==> src/rtl/div_sequencer_if.sv <==
// Request/response bundle between decode/execute and the divide sequencer.
// master = pipeline side issuing requests, slave = the sequencer.
interface div_sequencer_if #(
    parameter int unsigned XLEN = 32
);
    logic            div_start;
    logic [2:0]      div_op;
    logic [XLEN-1:0] rs1_val;
    logic [XLEN-1:0] rs2_val;
    logic [4:0]      rd_in;
    logic            flush;
    logic            busy;
    logic            result_valid;
    logic [XLEN-1:0] result;
    logic [4:0]      result_rd;

    modport master (
        output div_start, div_op, rs1_val, rs2_val, rd_in, flush,
        input  busy, result_valid, result, result_rd
    );

    modport slave (
        input  div_start, div_op, rs1_val, rs2_val, rd_in, flush,
        output busy, result_valid, result, result_rd
    );
endinterface

==> src/rtl/div_sequencer.sv <==
// Multi-cycle RISC-V DIV/DIVU/REM/REMU controller: radix-2 restoring divider
// with fast-path handling of divide-by-zero and signed overflow.
module div_sequencer #(
    parameter int unsigned XLEN = 32
) (
    input  logic           clk,
    input  logic           rst_n,
    div_sequencer_if.slave bus
);
    localparam int unsigned CW = $clog2(XLEN);
    localparam logic [XLEN-1:0] MIN_NEG = {1'b1, {(XLEN-1){1'b0}}};
    localparam logic [CW-1:0] LAST_ITER = CW'(XLEN - 1);

    typedef enum logic [1:0] {
        S_IDLE,
        S_RUN,
        S_FIX,
        S_DONE
    } state_e;

    state_e          state_q, state_d;
    logic [CW-1:0]   cnt_q, cnt_d;
    logic [XLEN-1:0] rem_q, rem_d;
    logic [XLEN-1:0] quo_q, quo_d;
    logic [XLEN-1:0] dvs_q, dvs_d;
    logic            rem_sel_q, rem_sel_d;
    logic            q_neg_q, q_neg_d;
    logic            r_neg_q, r_neg_d;
    logic [4:0]      rd_q, rd_d;
    logic [XLEN-1:0] result_q, result_d;
    logic [4:0]      result_rd_q, result_rd_d;

    logic            accept;
    logic            is_signed;
    logic            a_neg, b_neg;
    logic [XLEN-1:0] a_mag, b_mag;
    logic            div_zero, overflow;
    logic [XLEN:0]   rem_sh, diff;
    logic [XLEN-1:0] q_fix, r_fix;

    always_comb begin
        accept    = ((state_q == S_IDLE) || (state_q == S_DONE)) &&
                    bus.div_start && bus.div_op[2] && !bus.flush;
        is_signed = !bus.div_op[0];
        a_neg     = is_signed && bus.rs1_val[XLEN-1];
        b_neg     = is_signed && bus.rs2_val[XLEN-1];
        a_mag     = a_neg ? ('0 - bus.rs1_val) : bus.rs1_val;
        b_mag     = b_neg ? ('0 - bus.rs2_val) : bus.rs2_val;
        div_zero  = (bus.rs2_val == '0);
        overflow  = is_signed && (bus.rs1_val == MIN_NEG) && (bus.rs2_val == '1);

        // One restoring step: shift {rem, quo} left, trial-subtract with a guard bit.
        rem_sh    = {rem_q, quo_q[XLEN-1]};
        diff      = rem_sh - {1'b0, dvs_q};

        q_fix     = q_neg_q ? ('0 - quo_q) : quo_q;
        r_fix     = r_neg_q ? ('0 - rem_q) : rem_q;
    end

    always_comb begin
        state_d     = state_q;
        cnt_d       = cnt_q;
        rem_d       = rem_q;
        quo_d       = quo_q;
        dvs_d       = dvs_q;
        rem_sel_d   = rem_sel_q;
        q_neg_d     = q_neg_q;
        r_neg_d     = r_neg_q;
        rd_d        = rd_q;
        result_d    = result_q;
        result_rd_d = result_rd_q;

        if (bus.flush) begin
            state_d = S_IDLE;
        end else begin
            case (state_q)
                S_RUN: begin
                    if (!diff[XLEN]) begin
                        rem_d = diff[XLEN-1:0];
                        quo_d = {quo_q[XLEN-2:0], 1'b1};
                    end else begin
                        rem_d = rem_sh[XLEN-1:0];
                        quo_d = {quo_q[XLEN-2:0], 1'b0};
                    end
                    cnt_d = cnt_q + 1'b1;
                    if (cnt_q == LAST_ITER) begin
                        state_d = S_FIX;
                    end
                end
                S_FIX: begin
                    result_d    = rem_sel_q ? r_fix : q_fix;
                    result_rd_d = rd_q;
                    state_d     = S_DONE;
                end
                S_DONE: begin
                    state_d = S_IDLE;
                end
                default: begin
                    state_d = S_IDLE;
                end
            endcase

            // Accept overrides the IDLE/DONE defaults above; DONE -> new op is back-to-back issue.
            if (accept) begin
                rd_d      = bus.rd_in;
                rem_sel_d = bus.div_op[1];
                q_neg_d   = a_neg ^ b_neg;
                r_neg_d   = a_neg;
                quo_d     = a_mag;
                dvs_d     = b_mag;
                rem_d     = '0;
                cnt_d     = '0;
                if (div_zero) begin
                    result_d    = bus.div_op[1] ? bus.rs1_val : '1;
                    result_rd_d = bus.rd_in;
                    state_d     = S_DONE;
                end else if (overflow) begin
                    result_d    = bus.div_op[1] ? '0 : MIN_NEG;
                    result_rd_d = bus.rd_in;
                    state_d     = S_DONE;
                end else begin
                    state_d = S_RUN;
                end
            end
        end
    end

    always_ff @(posedge clk or negedge rst_n) begin
        if (!rst_n) begin
            state_q     <= S_IDLE;
            cnt_q       <= '0;
            rem_q       <= '0;
            quo_q       <= '0;
            dvs_q       <= '0;
            rem_sel_q   <= 1'b0;
            q_neg_q     <= 1'b0;
            r_neg_q     <= 1'b0;
            rd_q        <= '0;
            result_q    <= '0;
            result_rd_q <= '0;
        end else begin
            state_q     <= state_d;
            cnt_q       <= cnt_d;
            rem_q       <= rem_d;
            quo_q       <= quo_d;
            dvs_q       <= dvs_d;
            rem_sel_q   <= rem_sel_d;
            q_neg_q     <= q_neg_d;
            r_neg_q     <= r_neg_d;
            rd_q        <= rd_d;
            result_q    <= result_d;
            result_rd_q <= result_rd_d;
        end
    end

    // busy includes the accept term so the issuing instruction stalls in its own cycle.
    always_comb begin
        bus.busy         = (state_q == S_RUN) || (state_q == S_FIX) || accept;
        bus.result_valid = (state_q == S_DONE);
        bus.result       = result_q;
        bus.result_rd    = result_rd_q;
    end
endmodule

==> src/flat_wrapper.sv <==
// flat-port wrapper written by rule: the top's interface ports become plain ports
module div_sequencer_flat 
#(
    parameter int unsigned XLEN = 32
)
  (clk, rst_n, bus_div_start, bus_div_op, bus_rs1_val, bus_rs2_val, bus_rd_in, bus_flush, bus_busy, bus_result_valid, bus_result, bus_result_rd);
  div_sequencer_if #(.XLEN(XLEN)) bus_i ();
  input  logic clk;
  input  logic rst_n;
  input wire logic [$bits(bus_i.div_start)-1:0] bus_div_start;
  input wire logic [$bits(bus_i.div_op)-1:0] bus_div_op;
  input wire logic [$bits(bus_i.rs1_val)-1:0] bus_rs1_val;
  input wire logic [$bits(bus_i.rs2_val)-1:0] bus_rs2_val;
  input wire logic [$bits(bus_i.rd_in)-1:0] bus_rd_in;
  input wire logic [$bits(bus_i.flush)-1:0] bus_flush;
  output wire logic [$bits(bus_i.busy)-1:0] bus_busy;
  output wire logic [$bits(bus_i.result_valid)-1:0] bus_result_valid;
  output wire logic [$bits(bus_i.result)-1:0] bus_result;
  output wire logic [$bits(bus_i.result_rd)-1:0] bus_result_rd;
  assign bus_i.div_start = bus_div_start;
  assign bus_i.div_op = bus_div_op;
  assign bus_i.rs1_val = bus_rs1_val;
  assign bus_i.rs2_val = bus_rs2_val;
  assign bus_i.rd_in = bus_rd_in;
  assign bus_i.flush = bus_flush;
  assign bus_busy = bus_i.busy;
  assign bus_result_valid = bus_i.result_valid;
  assign bus_result = bus_i.result;
  assign bus_result_rd = bus_i.result_rd;
  div_sequencer #(.XLEN(XLEN)) u_core (.clk(clk), .rst_n(rst_n), .bus(bus_i));
endmodule
==> config.mk <==
export PLATFORM = sky130hd
export DESIGN_NAME = div_sequencer_flat
export DESIGN_NICKNAME = d
export VERILOG_FILES = /design/src/rtl/div_sequencer_if.sv /design/src/rtl/div_sequencer.sv /design/src/flat_wrapper.sv
export SDC_FILE = /design/constraint.sdc
export NUM_CORES = 1
export LEC_CHECK = 0
export ABC_AREA = 1
export BUFFER_PORTS_ARGS = -buffer_cell sky130_fd_sc_hd__buf_2
export CORE_MARGIN = 2
export CORE_UTILIZATION = 50
export CTS_CLUSTER_SIZE = 16
export DETAILED_ROUTE_END_ITERATION = 6
export PLACE_DENSITY = 0.69
export SETUP_SLACK_MARGIN = 0.5
export SLEW_MARGIN = 0
export SYNTH_ARGS = -nofsm -noshare
export SYNTH_HDL_FRONTEND = slang
export SYNTH_SLANG_ARGS = --single-unit
export TNS_END_PERCENT = 10
==> constraint.sdc <==
create_clock -name clk -period 3.2 [get_ports clk]
set_clock_uncertainty 0.05 [all_clocks]
set_input_delay 0 -clock clk [delete_from_list [all_inputs] [get_ports clk]]
set_output_delay 0 -clock clk [all_outputs]
set_load 0.1 [all_outputs]
### After elaboration in Yosys (flattened, before gate mapping)

Cells that the tools add are included.

| operators by class | value |
|---|---|
| $add $sub $neg | 6 |
| eq/ne operators | 7 |
| muxes and demuxes | 29 |
| bitwise gates (word level) | 2 |
| reductions and logical operators | 17 |

Operator list:

| cell | count |
|---|---|
| two-way mux 32 bit | 16 |
| subtractor 1 x 32 -> 32 bit (first input constant) | 4 |
| == test 32 bit (second input constant) | 2 |
| subtractor 33 x 32 -> 33 bit | 1 |
| zero test 32 bit | 1 |
| two-way mux 5 bit | 6 |
| two-way mux 2 bit | 5 |
| logical AND 1 bit | 7 |
| adder 5 x 1 -> 5 bit (second input constant) | 1 |
| == test 5 bit (second input constant) | 1 |
| == test 2 bit (second input constant) | 2 |
| inequality test 4 x 2 -> 1 bit (second input constant) | 1 |
| one-hot mux 2 bit (2 select lines) | 1 |
| AND reduction 2 bit | 2 |
| logical OR 1 bit | 3 |
| == test 2 x 1 -> 1 bit (second input constant) | 1 |
| zero test 1 bit | 2 |
| zero test 2 bit | 1 |
| nonzero test 2 bit | 1 |
| two-way mux 1 bit | 1 |
| NOT 1 bit | 1 |
| bitwise XOR 1 bit | 1 |

| word-level totals | value |
|---|---|
| flip-flop bits (word level) | 148 |
| input bits | 76 |
| output and inout bits | 39 |
| logic and storage cells | 72 |

### Logic depth before layout (Yosys ltp)

Gate-level depths: netlist of the first run.

| logic depth | value |
|---|---|
| word-level depth | 7 |
| depth in mapped cells | 15 |
| depth with buffers taken out | 15 |

### Worst setup path before layout of the first run

No wires, ideal clock.

| path | value |
|---|---|
| path type | register -> register |
| from | reg u_core.state_q[0] |
| to | reg u_core.state_q[1] |
| library setup time | 0.136 ns |
| arrival time | 2.150 ns |
| required time | 3.014 ns |
| path slack | 0.864 ns |
| cell stages (with the launch flop) | 8 |
| buffers on the path | 1 |
| period minus slack after synthesis | 2.336 ns |
| cells stage by stage | dfrtp_1 inv_1 ha_1 nand4_2 clkbuf_1 nand2_1 o211ai_1 o21ai_0 |

| between the ends | value |
|---|---|
| longest elaborated chain between the ends | 7 |
| elaborated cells between the ends (all ways) | 12 |
| classes of those cells | 4 x eq/ne; 3 x mux; 5 x reduce/logical |

Ends and longest elaborated chain:

| what | RTL line | RTL |
|---|---|---|
| start, declared | div_sequencer.sv:21 | `state_e state_q, state_d;` |
| start signal, assigned | div_sequencer.sv:142 | `state_q <= state_d;` |
| == test 2 bit / zero test 2 bit (equally long branches) | div_sequencer.sv:42 | `accept = ((state_q == S_IDLE) \|\| (state_q == S_DONE)) &&` |
| logical OR 1 bit | div_sequencer.sv:42 |  |
| logical AND 1 bit | div_sequencer.sv:42 |  |
| logical AND 1 bit (2 in series) | div_sequencer.sv:43 | `bus.div_start && bus.div_op[2] && !bus.flush;` |
| two-way mux 2 bit | div_sequencer.sv:104 | `if (accept) begin` |
| two-way mux 2 bit | div_sequencer.sv:73 | `if (bus.flush) begin` |

Several ways; a longest one is shown, not always the timed one.
A chain may end at the register's enable or synchronous reset.

### Worst setup path after layout of the first run

| path | value |
|---|---|
| from | in bus_rs2_val[0] |
| to | reg u_core.result_rd_q[3], in the netlist u_core.bus.result_rd[3] |

| between the ends | value |
|---|---|
| longest elaborated chain between the ends | 5 |
| elaborated cells between the ends (all ways) | 6 |
| classes of those cells | 1 x eq/ne; 3 x mux; 2 x reduce/logical |

Ends and longest elaborated chain:

| what | RTL line | RTL |
|---|---|---|
| start, declared | flat_wrapper.sv:13 | `input wire logic [$bits(bus_i.rs2_val)-1:0] bus_rs2_val;` |
| == test 32 bit | div_sequencer.sv:50 | `overflow = is_signed && (bus.rs1_val == MIN_NEG) && (bus.rs2_val == '1);` |
| logical AND 1 bit | div_sequencer.sv:50 |  |
| two-way mux 5 bit | div_sequencer.sv:117 | `end else if (overflow) begin` |
| two-way mux 5 bit (*) | div_sequencer.sv:113 | `if (div_zero) begin` |
| two-way mux 5 bit (*) | div_sequencer.sv:104 |  |
| end signal, assigned | div_sequencer.sv:152 | `result_rd_q <= result_rd_d;` |
| end, declared | div_sequencer.sv:31 | `logic [4:0] result_rd_q, result_rd_d;` |

Mark *: on every way between the ends. The rest lies on a longest branch, timed or not.

==> summary.md, run 1 <==
| Metric | Value |
|---|---|
| Critical path peak fanout | `34` |
| YS warnings | `0` |
| Post-synthesis cell count | `2,102` |
| Hold Slack | `-0.00465 ns` |
| Setup Viol. Count Final | `0` |
| Sequential Power Share | `0.253` |
| Mux contribution to synthesized area | `0` |
| Core area | `25,900 sq um` |
| IO Port Bufs | `114` |
| P&R area growth vs syn | `17.9%` |
| Finished Core Util | `0.599` |
| Ys async rst share | `1.00` |
| Compound-gate portion of the synthesized area | `0.185` |
| Crit path launch type | `input pin` |
| R2R Path Start | `u_core.state_q[0]` |
| Worst setup path startpoint | `bus_rs2_val[0]` |
| Post-Syn Area | `13,200 sq um` |
| I/O pin cnt | `115` |
| Root Buffer | `clkbuf_16` |
| P_sw | `0.00618 W` |
| Critical Path End | `u_core.bus.result_rd[3]` |
| Routed WL per cell | `19.6 um` |
| DR vias | `15.3k` |
| #FFs+latches synth | `148` |
| Die height | `166 um` |
| Final Slew Violations | `0` |
| Worst slew pin tran | `0.915 ns` |
| Crit-path slowest cell | `dlygate4sd3_1` |
| Sequential area share after synthesis | `0.282` |
| Hold Fails Final Rpt | `1` |
| WL final | `50.9 mm` |
| Initial antenna violation count | `1` |
| Vias in the first global route | `14.2k` |
| Cell Area, Placed | `14,000 sq um` |
| Combinational power share | `0.555` |
| DRT antenna net count | `0` |
| Reg2reg path depth | `8` |
| Reg-to-reg endpoint | `u_core.q_neg_q` |
| CP cell instances | `dlygate4sd3_1 -> buf_2 -> inv_1 -> ha_1 -> nand3_2 -> nor2_4 -> nand3_2 -> nor2_4 -> nand3_4 -> nand2_4 -> nand2_8 -> o21ai_1 -> o21ai_1` |
| DR iter-0 viols | `1,788` |
| ANT cells | `0` |
| Slew HR | `0.390` |
| Worst-case clock buffer depth | `2` |
| Avg Cell Area, Syn | `6.26 sq um` |
| Global-route usage over all layers | `0.364` |
| Largest family of logic cells by synthesized area | `simple AND/OR/NAND/NOR gates` |
| Clock slew seen by the registers of the worst setup and hold paths | `0.06 ns` |
| TritonRoute pass-1 iters | `7` |
| CTS H-tree depth | `4` |
| Outcome | `finished, violations left` |
| Internal | `0.00562 W` |
| CP required | `3.44 ns` |
| Synthesized Nets | `2,221` |
| Post-layout min period | `2.65 ns` |
| CTS tree | `built` |
| Flop2flop setup slack | `0.59 ns` |
| Worst setup EP type | `flip-flop` |
| Top FF cell, synth | `dfrtp_1` |
| Final HPWL DP | `38.0 mm` |
| Layout cells sized above 1 | `0.110` |
| Worst path max stage delay | `0.52 ns` |
| Switching fraction of total power | `0.524` |
| Failing checks | `negative hold slack` |
| Peak VDD IR | `0.779 mV` |
| Leak pwr | `7.66 nW` |
| Clock latency on the worst-skew pair | `0.44 ns` |
| Cts bufs inserted | `17` |
| Nets | `2,366` |
| Chip width | `166 um` |
| Global route overflow | `0` |
| Final cell count without fillers | `2,594` |
| Fin Setup TNS | `0 ns` |
| Most frequent cells in the layout | `548 x nand2_1, 236 x nand3_1, 223 x inv_1` |
| Placed Instances | `2,488` |
| Distinct cells, synth | `50` |
| Initial core utilization | `0.508` |
| Xor and xnor area share after synthesis | `0.0246` |
| Max cap viols | `0` |
| Gpl congestion | `0.991` |
| Max Clock Freq | `377 MHz` |
| Tightest Hold Check Type | `in2reg` |
| Commonest non-fill, non-tap cell in the layout | `nand2_1` |
| Unrepaired setup endpoints after global routing | `true` |
| DR vias/cell | `5.89` |
| Fill cells | `2,533` |
| Crit share post-route | `0.829` |
| Drt drc | `0` |
| Kind of critical path | `in2reg` |
| EDFF count, synth | `0` |
| Largest net degree at the start of global routing | `87` |
| Simple-Gate Fraction of Synth Area | `0.370` |
| Die area | `27,600 sq um` |
| Finished Cell Area | `15,500 sq um` |
| Critical path arrival | `2.90 ns` |
| Clk sinks | `148` |
| Placement Rows | `59` |
| P per Cell Area | `760 nW/um^2` |
| First-pass GRT wire length | `79.3 mm` |
| Adder-cell share of the synthesized area | `0.0415` |
| Clock Power Share | `0.192` |
-- flip-flops by register name, summed over array words and instances, names as in the netlist --
signal,cells
u_core.rd_q,5
u_core.state_q,2
u_core.q_neg_q,1
u_core.quo_q,32
u_core.bus.result,32
u_core.r_neg_q,1
u_core.rem_sel_q,1
u_core.bus.result_rd,5
u_core.rem_q,32
u_core.cnt_q,5
u_core.dvs_q,32
-- timing repair --
item                       in CTS  in global routing
setup endpoints to repair      20                 56
hold buffers                   70                  0
pin swaps                       0                  3
setup buffers                   0                  5
hold endpoints to repair      227                  0
gates resized for setup         3                 22
-- cell families (layout without fill, tap and decap cells) --
family,count (synthesis),in the layout
buf+inv,321,478
simple gates,1124,1124
flops,148,148
fa+ha+maj,43,43
xor+xnor,37,37
compound gates,429,429
-- worst max-delay path: cells and delay by family --
kind | cells | cell delay (ns)
AO/OA/AOI/OAI | 2 | 0.31
adder cells (fa/ha/maj) | 1 | 0.24
buffers and inverters | 3 | 0.89
AND/OR/NAND/NOR | 7 | 1.43
-- Yosys cell counts (8+ instances only) --
cell        n  area, sq um
a21oi_1   166          831
a21oi_2    12          105
a22oi_1     8         60.1
buf_1       8         30.0
buf_2      14         70.1
clkbuf_1   53          199
dfrtp_1   148         3700
ha_1       42          526
inv_1     223          837
inv_2      11         41.3
nand2_1   548         2060
nand3_1   236         1180
nand3b_1   10         75.1
nand4_1    37          231
nor2_1    224          841
nor3_1     28          140
o211ai_1   21          158
o21ai_0   151          756
o21ai_1    13         65.1
o221ai_1   26          228
or2_2       8         50.1
xnor2_1    16          140
xor2_1     21          184
-- routing by layer --
metal | global-route usage | vias up | wire (um)
li1 | - | 7304 | -
met1 | 0.529 | 7133 | 23100
met2 | 0.556 | 757 | 22100
met3 | 0.0691 | 85 | 4700
met4 | 0.0949 | 2 | 1090
met5 | 0 | - | 13
-- layout make-up --
class,count,area (sq um),share of cell area
clock buffers,20,447,0.0288
clock inverters,11,198,0.0127
repair buffers,210,1540,0.0991
inverters,237,890,0.0574
flip-flops and latches,148,3700,0.239
multi-input cells,1633,8320,0.536
well taps,335,419,0.0270
-- per-stage QoR --
stage          setup slack, ns  total power, W
2_1_floorplan            0.864         0.00755
3_3_place_gp             0.543         0.00914
3_5_place_dp             0.440         0.00921
4_1_cts                  0.517          0.0116
5_1_grt                  0.406          0.0125
6_report                 0.546          0.0118
-- how the worst min path moves through the flow --
stage	endpoint	slack (ns)	startpoint	cells after the start
after floorplan	u_core.bus.result[0]	-0.35	rst_n	0
after global placement	u_core.rem_q[5]	-0.09	rst_n	1
after detailed placement	u_core.rem_q[5]	-0.08	rst_n	1
after CTS	u_core.dvs_q[4]	0.004	bus_rs2_val[4]	3
after global routing	u_core.dvs_q[4]	0.03	bus_rs2_val[4]	3
final	u_core.dvs_q[4]	-0.005	bus_rs2_val[4]	3
-- power groups by stage --
stage | clock network [W] | registers, W | logic (W)
global placement | 0 | 0.00297 | 0.00617
CTS | 0.00228 | 0.00297 | 0.00633
finish | 0.00227 | 0.00298 | 0.00654
detailed placement | 0 | 0.00299 | 0.00622
global route | 0.00234 | 0.00304 | 0.00707
floorplan | 0 | 0.00435 | 0.00320
Note: power is estimated with default switching activity, not from simulation.
==> inputs of run 2 (changes only) <==
==> constraint.sdc (replaced) <==
create_clock -name clk -period 2.5 [get_ports clk]
set_clock_uncertainty 0.05 [all_clocks]
set_input_delay 0 -clock clk [delete_from_list [all_inputs] [get_ports clk]]
set_output_delay 0 -clock clk [all_outputs]
set_load 0.1 [all_outputs]
==> summary.md, run 2 (synthesis gave the netlist of run 1 again) <==
| Metric | Value |
|---|---|
| HP Start | `bus_rs1_val[29]` |
| Cts bufs inserted | `17` |
| Worst-case clock buffer depth | `2` |
| Die height | `166 um` |
| Clock slew seen by the registers of the worst setup and hold paths | `0.07 ns` |
| Setup Viol. Count Final | `0` |
| Crit share post-route | `0.997` |
| Final Slew Violations | `0` |
| Gpl congestion | `1.00` |
| Tightest Hold Check Type | `in2reg` |
| Root Buffer | `clkbuf_16` |
| Placed Instances | `2,533` |
| CTS tree | `built` |
| P per Cell Area | `936 nW/um^2` |
| Initial core utilization | `0.508` |
| Layout cells sized above 1 | `0.191` |
| Most frequent cells in the layout | `516 x nand2_1, 214 x inv_1, 209 x nand3_1` |
| CP required | `2.78 ns` |
| Critical path peak fanout | `8` |
| DR iter-0 viols | `1,795` |
| Final HPWL DP | `37.5 mm` |
| Chip width | `166 um` |
| I/O pin cnt | `115` |
| R2R Path Start | `u_core.quo_q[31]` |
| Fill cells | `2,416` |
| Failing checks | `design-rule violations, negative hold slack` |
| Global-route usage over all layers | `0.361` |
| IO Port Bufs | `114` |
| Clk sinks | `148` |
| CTS H-tree depth | `4` |
| Die area | `27,600 sq um` |
| Global route overflow | `0` |
| Crit path launch type | `flip-flop` |
| Leak pwr | `8.12 nW` |
| Peak VDD IR | `1.13 mV` |
| DRT antenna net count | `0` |
| Max cap viols | `0` |
| Unrepaired setup endpoints after global routing | `true` |
| Post-layout min period | `2.49 ns` |
| Finished Cell Area | `16,700 sq um` |
| Nets | `2,427` |
| Commonest non-fill, non-tap cell in the layout | `nand2_1` |
| Place WS | `0.126 ns` |
| Kind of critical path | `reg2reg` |
| Largest net degree at the start of global routing | `70` |
| Worst setup EP type | `flip-flop` |
| Fin Setup TNS | `0 ns` |
| Initial antenna violation count | `0` |
| Core area | `25,900 sq um` |
| Hold Fails Final Rpt | `3` |
| Hold Slack | `-0.00581 ns` |
| Drt drc | `1` |
| Final cell count without fillers | `2,655` |
| Critical path arrival | `2.77 ns` |
| Worst setup path startpoint | `u_core.quo_q[31]` |
| Placement Rows | `59` |
| Max Clock Freq | `401 MHz` |
| Routed WL per cell | `19.5 um` |
| Worst slew pin tran | `0.810 ns` |
| Slew HR | `0.460` |
| Vias in the first global route | `14.4k` |
| Cell Area, Placed | `14,400 sq um` |
| Outcome | `finished, violations left` |
| TritonRoute pass-1 iters | `7` |
| Clock latency on the worst-skew pair | `0.45 ns` |
| DR vias | `15.9k` |
| First-pass GRT wire length | `78.8 mm` |
| Final WS setup | `0.00692 ns` |
| WL final | `51.7 mm` |
| DR vias/cell | `5.98` |
| ANT cells | `0` |
| P&R area growth vs syn | `27.1%` |
## run 2: changes by cell type in the layout (fill, tap and decap cells not counted), moves of 14 or more
cell and change:
nand3_2 +24, nand3_1 -27, nor2_1 -16, a21oi_1 -15
nand2_1 -32, buf_4 +50, a21oi_2 +14, nand2_2 +27
## run 2: stage by stage
step	total power [W]	utilization
after global routing	0.0165	0.645
after global placement	0.0118	0.554
after detailed placement	0.0119	0.554
after floorplan	0.00970	-
after CTS	0.0149	0.620
final	0.0156	0.645
## run 2: area by class of cell
type                    count  area, sq um  area share
well taps                 335          419      0.0251
inverters                 237          903      0.0540
clock inverters            14          166     0.00995
clock buffers              17          425      0.0254
repair buffers            271         2140       0.128
flip-flops and latches    148         3710       0.222
multi-input cells        1633         8960       0.536
## run 2: per-layer routing
layer  wire length, um  share of wire  vias up  GRT usage
li1                  -              -     7426          -
met1             22100           0.43     7385      0.512
met2             22700           0.44      936      0.559
met3              5130          0.099      126     0.0608
met4              1760          0.034        0      0.123
met5                 0              0        -          0
## run 2: where the power goes
part,internal [W],switching [W]
logic,0.00261,0.00649
clock network,0.00150,0.00121
registers,0.00317,0.000656
## run 2: worst max-delay path: stages (launching register included)
cell	delay, ns
dfrtp_1	0.37
inv_2	0.08
ha_4	0.17
fa_2	0.41
o21ai_4	0.18
a21oi_4	0.08
o21ai_2	0.18
nand2_2	0.11
nand2_2	0.11
nand2_2	0.07
nand2_4	0.10
buf_4	0.14
buf_16	0.12
nand2_1	0.05
nand3_1	0.07
nand2_1	0.06
## run 2: repair_timing
action	CTS	global route
hold endpoints to repair	147	0
gates resized for setup	54	153
hold buffers	70	0
setup endpoints to repair	106	128
pin swaps	7	65
gates cloned	2	1
buffers inserted	15	3
## run 2: path summary, 6_finish.rpt
check,end,slack [ns],cells past startpoint
max,u_core.rem_q[14],0.007,15
min,u_core.quo_q[31],-0.006,6
max reg2reg,u_core.rem_q[14],0.007,15
min reg2reg,u_core.dvs_q[2],0.44,2
max in group asynchronous,u_core.bus.result[12],1.55,3
min in group asynchronous,u_core.dvs_q[3],0.06,2
